<file path="src/rtl/regfile_pkg.sv">
// Shared constants and types for the 32-entry register file and its read muxes.
package regfile_pkg;

   localparam int DATA_W   = 64;
   localparam int NUM_REGS = 32;
   localparam int ADDR_W   = 5;
   localparam int XZR_IDX  = 31;

   typedef logic [ADDR_W-1:0] reg_addr_t;
   typedef logic [DATA_W-1:0] reg_data_t;

endpackage

</file>
<file path="src/rtl/dec5to32.sv">
// 5-to-32 one-hot address decoder with enable; all outputs low when disabled.
module dec5to32 (
   input  logic        en,
   input  logic [4:0]  a,
   output logic [31:0] y
);

   always_comb begin
      y = '0;
      if (en) begin
         y[a] = 1'b1;
      end
   end

endmodule

</file>
<file path="src/rtl/regfile_rdmux32.sv">
// 32:1 read multiplexer for one register-file read port; the zero register reads as 0.
module regfile_rdmux32
   import regfile_pkg::*;
#(
   parameter int DATA_W  = regfile_pkg::DATA_W,
   parameter int XZR_IDX = regfile_pkg::XZR_IDX
) (
   input  logic [DATA_W-1:0] regs_i [NUM_REGS],
   input  reg_addr_t         sel,
   output logic [DATA_W-1:0] data_o
);

   localparam reg_addr_t XZR_ADDR = reg_addr_t'(XZR_IDX);

   always_comb begin
      data_o = regs_i[sel];
      if (sel == XZR_ADDR) begin
         data_o = '0;
      end
   end

endmodule

</file>
<file path="src/rtl/regfile_dec32.sv">
// 32 x DATA_W register file, one write port decoded by dec5to32, two combinational read ports.
// Optional same-cycle write-to-read bypass: define REGFILE_WRITE_BYPASS_EN.
module regfile_dec32
   import regfile_pkg::*;
#(
   parameter int DATA_W  = regfile_pkg::DATA_W,
   parameter int XZR_IDX = regfile_pkg::XZR_IDX
) (
   input  logic              clk,
   input  logic              rst_n,
   input  logic              wr_en,
   input  reg_addr_t         wr_addr,
   input  logic [DATA_W-1:0] wr_data,
   input  reg_addr_t         rd_addr1,
   input  reg_addr_t         rd_addr2,
   output logic [DATA_W-1:0] rd_data1,
   output logic [DATA_W-1:0] rd_data2,
   output logic [NUM_REGS-1:0] wr_onehot
);

   localparam logic [NUM_REGS-1:0] XZR_MASK = {{(NUM_REGS-1){1'b0}}, 1'b1} << XZR_IDX;

   logic [DATA_W-1:0]   regs_q [NUM_REGS];
   logic [DATA_W-1:0]   regs_d [NUM_REGS];
   logic                wr_allow_q;
   logic                wr_allow_d;
   logic [NUM_REGS-1:0] wr_commit;
   logic [DATA_W-1:0]   rd_mux1;
   logic [DATA_W-1:0]   rd_mux2;

   dec5to32 u_dec (
      .en (wr_en),
      .a  (wr_addr),
      .y  (wr_onehot)
   );

   // Writes are suppressed for the first cycle after reset release.
   always_comb begin
      wr_allow_d = 1'b1;
      wr_commit  = wr_onehot & ~XZR_MASK & {NUM_REGS{wr_allow_q}};
      regs_d     = regs_q;
      for (int i = 0; i < NUM_REGS; i++) begin
         if (wr_commit[i]) begin
            regs_d[i] = wr_data;
         end
      end
   end

   always_ff @(posedge clk or negedge rst_n) begin
      if (!rst_n) begin
         for (int i = 0; i < NUM_REGS; i++) begin
            regs_q[i] <= '0;
         end
         wr_allow_q <= 1'b0;
      end else begin
         regs_q     <= regs_d;
         wr_allow_q <= wr_allow_d;
      end
   end

   regfile_rdmux32 #(.DATA_W(DATA_W), .XZR_IDX(XZR_IDX)) u_rdmux1 (
      .regs_i (regs_q),
      .sel    (rd_addr1),
      .data_o (rd_mux1)
   );

   regfile_rdmux32 #(.DATA_W(DATA_W), .XZR_IDX(XZR_IDX)) u_rdmux2 (
      .regs_i (regs_q),
      .sel    (rd_addr2),
      .data_o (rd_mux2)
   );

`ifdef REGFILE_WRITE_BYPASS_EN
   // Bypass follows the commit condition so reads match what the edge will store.
   always_comb begin
      rd_data1 = rd_mux1;
      rd_data2 = rd_mux2;
      if (wr_commit != '0 && rd_addr1 == wr_addr) begin
         rd_data1 = wr_data;
      end
      if (wr_commit != '0 && rd_addr2 == wr_addr) begin
         rd_data2 = wr_data;
      end
   end
`else
   assign rd_data1 = rd_mux1;
   assign rd_data2 = rd_mux2;
`endif

endmodule

</file>
<file path="config.mk">
export PLATFORM = sky130hd
export DESIGN_NAME = regfile_dec32
export DESIGN_NICKNAME = d
export VERILOG_FILES = /design/src/rtl/regfile_pkg.sv /design/src/rtl/dec5to32.sv /design/src/rtl/regfile_rdmux32.sv /design/src/rtl/regfile_dec32.sv
export SDC_FILE = /design/constraint.sdc
export NUM_CORES = 2
export LEC_CHECK = 0
export CORE_MARGIN = 2
export CORE_UTILIZATION = 25
export DETAILED_ROUTE_END_ITERATION = 8
export GPL_ROUTABILITY_DRIVEN = 0
export PLACE_DENSITY_LB_ADDON = 0.08
export SYNTH_ARGS = -nofsm -noshare
export SYNTH_HDL_FRONTEND = slang
export SYNTH_HIERARCHICAL = 1
export SYNTH_SLANG_ARGS = --single-unit
</file>
<file path="constraint.sdc">
create_clock -name clk -period 2.6 [get_ports clk]
set_input_delay 0.52 -clock clk [delete_from_list [all_inputs] [get_ports clk]]
set_output_delay 0.52 -clock clk [all_outputs]
set_load 0.03 [all_outputs]
</file>
Word-level counts from Yosys, hierarchy flattened
Index checks and enable logic that the tools add are counted.

Reductions and logical operators: 1. Bitwise gates (word level): 3. Equal/unequal tests: 2. Magnitude comparators: 4. Multiplexer cells: 11.

Operators with widths (number): binary-select mux 64 bit (select 5 bit) (2); two-way mux 64 bit (6); AND 31 x 32 -> 32 bit (1); two-way mux 32 bit (1); greater-or-equal comparator 6 bit, second input constant (2); inverter 5 -> 6 bit (2); == test 5 bit, second input constant (2); less-than comparator 5 x 6 -> 1 bit, second input constant (1); demux 1 bit (select 5 bit) (1); greater-or-equal comparator 5 x 1 -> 1 bit, second input constant (1); logical AND 1 bit (1); two-way mux 1 bit (1).

Bits in registers: 2049. Output and inout bits: 160. Word-level logic and storage cells: 54.

Logic depth before layout (Yosys ltp)
Word-level depth: 6. Gate-level depth with buffers: 9.

Hierarchy
Netlist, hierarchy kept.

Modules (own cells, without submodules): regfile_dec32 (area each 75032.0 um^2, cells each 4384, instances 1); regfile_rdmux32 (area each 15815.2 um^2, cells each 1304, instances 2); dec5to32 (area each 230.2 um^2, cells each 47, instances 1).

Least setup slack after synthesis
No wires, ideal clock.

Path kind: input port to output port. From: in rd_addr1[3]. To: out rd_data1[0]. Path slack: -0.433 ns. Data arrival time: 2.513 ns. Data required time: 2.080 ns. Path buffers: 4. Cell stages on the path: 7. Cells stage by stage: buf_2 -> nor2b_1 -> clkbuf_1 -> clkbuf_1 -> clkbuf_1 -> a22oi_1 -> a211oi_1.

Cells in the longest elaborated chain, start to end: 5.

Ends and longest elaborated chain: start, declared (RTL line regfile_dec32.sv:14) `input reg_addr_t rd_addr1,`; inverter 5 -> 6 bit (implied by the code) (RTL line regfile_rdmux32.sv:16) `data_o = regs_i[sel];`; binary-select mux 64 bit (select 5 bit) (RTL line regfile_rdmux32.sv:16); two-way mux 64 bit (implied by the code) (2 in series) (RTL line regfile_rdmux32.sv:16); two-way mux 64 bit (*) (RTL line regfile_rdmux32.sv:17) `if (sel == XZR_ADDR) begin`; end, declared (RTL line regfile_dec32.sv:16) `output logic [DATA_W-1:0] rd_data1,`.

Every way passes the cells marked *; elsewhere a longest branch is shown, timed or not. The select of a mux whose other input is x is not followed.

Worst setup path in the final report
From: reg regs_q[1561] in the netlist's numbering. To: out rd_data1[25].

Cells in the longest elaborated chain, start to end: 4.

Ends and longest elaborated chain: start, declared (RTL line regfile_dec32.sv:23) `logic [DATA_W-1:0] regs_q [NUM_REGS];`; start signal, assigned (RTL line regfile_dec32.sv:56) `regs_q <= regs_d;`; binary-select mux 64 bit (select 5 bit) (RTL line regfile_rdmux32.sv:16); two-way mux 64 bit (implied by the code) (2 in series) (RTL line regfile_rdmux32.sv:16); two-way mux 64 bit (RTL line regfile_rdmux32.sv:17).

Every way passes these cells. The select of a mux whose other input is x is not followed.

==> metrics.yaml <==
leakage_uw: 0.0634
detail-route-antenna-nets: 0
route.detailed.drc: 0
global_route.usage.total_pct: 21.6
syn_to_final_growth_pct: 34.2
ws_path_type: "reg -> out"
hpwlAfterDp_um: 325000
cts_root_buffer: "sky130_fd_sc_hd__clkbuf_16"
synthTopCellsByArea: "sky130_fd_sc_hd__dfrtp_1 46%, sky130_fd_sc_hd__mux2_2 21%, sky130_fd_sc_hd__mux4_2 16%, sky130_fd_sc_hd__mux2i_1 4.9%, sky130_fd_sc_hd__buf_6 2.3%"
crit_path_top_delay_cell: "sky130_fd_sc_hd__mux4_2"
muxShareOfSynthArea_pct: 42.0
final_layout_fill_cell_count: 41300
netlist_instances: 7039
leading_area_contributor_after_synthesis: "sky130_fd_sc_hd__dfrtp_1"
outcome: "complete, but fails checks"
core_area_um2: 426000
layout_setup_ws_ps: -834
startpoint_type: "flip-flop"
post_synth_num_cell_types: 38
worstHoldPathType: "in -> async"
period_minus_slack_ps: 3430
p_per_area_nw_per_um2: 655
violations: "negative setup slack"
irDropWorstVdd_v: 0.000409
cts.reportedPaths.clkPinSlew_ps: 60
iteration_count_of_the_initial_detailed_routing_pass: 5
total_vias_in_the_final_route: 72100
insertion_delay_to_the_later_sink_of_the_worst_skew_pair_ps: 920
number_of_global_route_vias_before_repair: 77600
post_drt_via_cell_ratio: 5.11
final_hold_viol_count: 0
cts_max_path_buffers: 4
ctsHtreeMaxLevel: 5
placedCellCount: 13500
yosys.area.top_type_share_pct: 46.5
stdcell_area_um2: 143000
grt_start_max_net_pins: 110
maxCapViolCount: 0
tritoncts: "yes"
pin_count: 242
report.final.setup_viol: 128
cts.sink_count: 1985
instances_no_fill: 14100
synth_compound_gate_area_share_pct: 5.92
placedInstanceArea_um2: 130000
finalNetCount: 8288
critPathCaptureType: "primary output"
crit_path_max_incr_delay_ps: 520
synth-xor-area-share_pct: 0
rsz0062_at_grt: "true"
layout-drive-gt1-share_pct: 61.8
detailedRoute.firstIterationViolations: 4385
finalSetupTns_ps: -77310
die_area_um2: 433000
inserted_clock_buffers: 265
post_synth_instance_area_um2: 107000
synth_simple_gate_area_share_pct: 0.995
first_pass_grt_wire_length_um: 662000
finalWirelength_um: 476000
max_slew_margin_pct: 43.3
crit_required_ps: 2080
synth_top_family_by_area: "multiplexers"
wirelength_met1_um: 219000
proportion_of_synthesized_chip_area_in_sequential_cells_pct: 46.5
worst_ep_arrival_time_ps: 2910
gr-total-overflow: 0
antenna_found_initial: 12
worstPathCellList: "mux4_2, a22o_4, a2111oi_4, nor3_4, buf_12"
numPortBuffers: 241
routedWlPerCell_um: 33.8
max_freq_mhz: 291
initial_utilization_pct: 25.1
worst_tran_pin_value_ps: 848
synth-seq-cells: 1985
route.met2.wl_um: 232000
slew_viol_final: 0
chipHeight_um: 658
num_rows: 240
yosysWarningCount: 6
route.top_layer_used: "met5"
wl_met3_um: 14800
path_max_fanout: 3
post_synth_fa_ha_maj_area_fraction_pct: 0
floorplan.die.width_um: 658
mean_instance_size_in_the_synthesized_netlist_um2: 15.2
final_min_period_over_clock_period_pct: 132
clock_skew_ps: 30.7
## repair_timing
item | in CTS | in global routing
pin swaps | 360 | 82
endpoints found under the setup margin | 132 | 135
resized for setup | 461 | 124
cloned | 12 | 11
buffers inserted | 103 | 78
hold endpoints to repair | 747 | 0
hold buffers | 1 | 0
## synthesized netlist by cell type
| cell type | number |
|---|---|
| sky130_fd_sc_hd__dfrtp_1 | 1985 |
| sky130_fd_sc_hd__mux2_2 | 1984 |
| sky130_fd_sc_hd__mux4_2 | 768 |
| sky130_fd_sc_hd__mux2i_1 | 520 |
| sky130_fd_sc_hd__clkbuf_1 | 389 |
| sky130_fd_sc_hd__a22o_1 | 228 |
| sky130_fd_sc_hd__buf_6 | 223 |
| sky130_fd_sc_hd__o22ai_1 | 128 |
| sky130_fd_sc_hd__a211oi_1 | 126 |
| sky130_fd_sc_hd__o221ai_1 | 126 |
| sky130_fd_sc_hd__a2111oi_0 | 108 |
| sky130_fd_sc_hd__nor3_1 | 102 |
| sky130_fd_sc_hd__buf_2 | 78 |
| sky130_fd_sc_hd__buf_4 | 61 |
| sky130_fd_sc_hd__buf_1 | 38 |
| sky130_fd_sc_hd__nor2_1 | 36 |
| sky130_fd_sc_hd__nand2_2 | 30 |
| sky130_fd_sc_hd__a21oi_1 | 24 |
| sky130_fd_sc_hd__a22oi_1 | 24 |
| sky130_fd_sc_hd__a2111oi_1 | 18 |
| sky130_fd_sc_hd__nand3b_1 | 6 |
| sky130_fd_sc_hd__clkbuf_2 | 4 |
| sky130_fd_sc_hd__nor2b_1 | 4 |
| sky130_fd_sc_hd__nand4b_1 | 3 |
| sky130_fd_sc_hd__nand4bb_1 | 3 |
| sky130_fd_sc_hd__a211o_1 | 2 |
| sky130_fd_sc_hd__a31oi_1 | 2 |
| sky130_fd_sc_hd__and2_1 | 2 |
| sky130_fd_sc_hd__and4_1 | 2 |
| sky130_fd_sc_hd__conb_1 | 2 |
| sky130_fd_sc_hd__nand2_1 | 2 |
| sky130_fd_sc_hd__nand2b_1 | 2 |
| sky130_fd_sc_hd__nand3_1 | 2 |
| sky130_fd_sc_hd__o211a_1 | 2 |
| sky130_fd_sc_hd__or3b_2 | 2 |
| sky130_fd_sc_hd__nand4_1 | 1 |
| sky130_fd_sc_hd__or2_1 | 1 |
| sky130_fd_sc_hd__or4b_1 | 1 |
## cell type report
type / count / area (um^2) / share of cell area [%]
Tap cell: 5687 / 7120 / 4.96
Clock inverter: 53 / 420 / 0.293
Timing Repair Buffer: 1566 / 19500 / 13.6
Multi-Input combinational cell: 4388 / 58700 / 40.9
Sequential cell: 1985 / 49700 / 34.6
Clock buffer: 411 / 8040 / 5.61
Antenna cell: 9 / 22.5 / 0.0157
## metrics by stage
stage	hold slack, ps	util (%)	total power [uW]	worst slack (ps)
floorplan	224	-	49000	-182
finish	89.9	33.6	93900	-834
detailed placement	373	30.6	56800	-1560
global route	80.6	33.6	98000	-905
CTS	21.0	33.3	95000	-935
global placement	375	30.6	56500	-1560
## logic make-up after synthesis
kind of cell	count (synthesis)
and+or+nand+nor	199
DFF	1985
buffers and inverters	793
muxes	3272
other	2
AOI/OAI and AO/OA	788
## routing by layer
layer	GRT usage (%)	vias up
li1	-	30100
met5	0	-
met3	2.19	469
met2	36.4	1303
met4	4.72	4
met1	29.9	40200
## state kept, by name, summed over array words and instances, names as in the netlist
register / flops
regs_q: 1984
wr_allow_q: 1
## critical path: cells and delay by family, from the launching register on
family,cells,cell delay (ps)
compound gates,2,710
buf+inv,1,190
flops,1,390
mux,1,520
simple gates,1,190
## final timing paths
check | start | endpoint | slack, ps | cells after the start
setup / recovery | regs_q[1561] | rd_data1[25] | -830 | 5
hold reg to reg | regs_q[724] | regs_q[724] | 520 | 1
setup reg to reg | wr_allow_q | regs_q[1820] | 460 | 4
hold / removal | rst_n | regs_q[917] | 90 | 2
max in group asynchronous | rst_n | regs_q[1921] | 1230 | 4
min in group clk | regs_q[724] | regs_q[724] | 520 | 1
## report_power, final
group / switching, uW / internal, uW
Clock: 15100 / 21500
Combinational: 9030 / 10300
Sequential: 2970 / 35000
## cells in the final DEF (no fill, tap or decap), drive strengths merged, types with 4 or more instances in the layout
master,instances
mux4,768
clkinv,34
a2111oi,126
nand3b,6
buf,1480
mux2i,520
o221ai,126
clkbuf,422
a211oi,126
clkdlybuf4s50,70
mux2,1984
a22oi,24
nor2,36
diode,9
a22o,228
conb,129
nor3,102
a21oi,24
nand2,32
inv,14
dfrtp,1985
o22ai,128
nor2b,4
No activity file was read; power rests on OpenSTA's default activity.
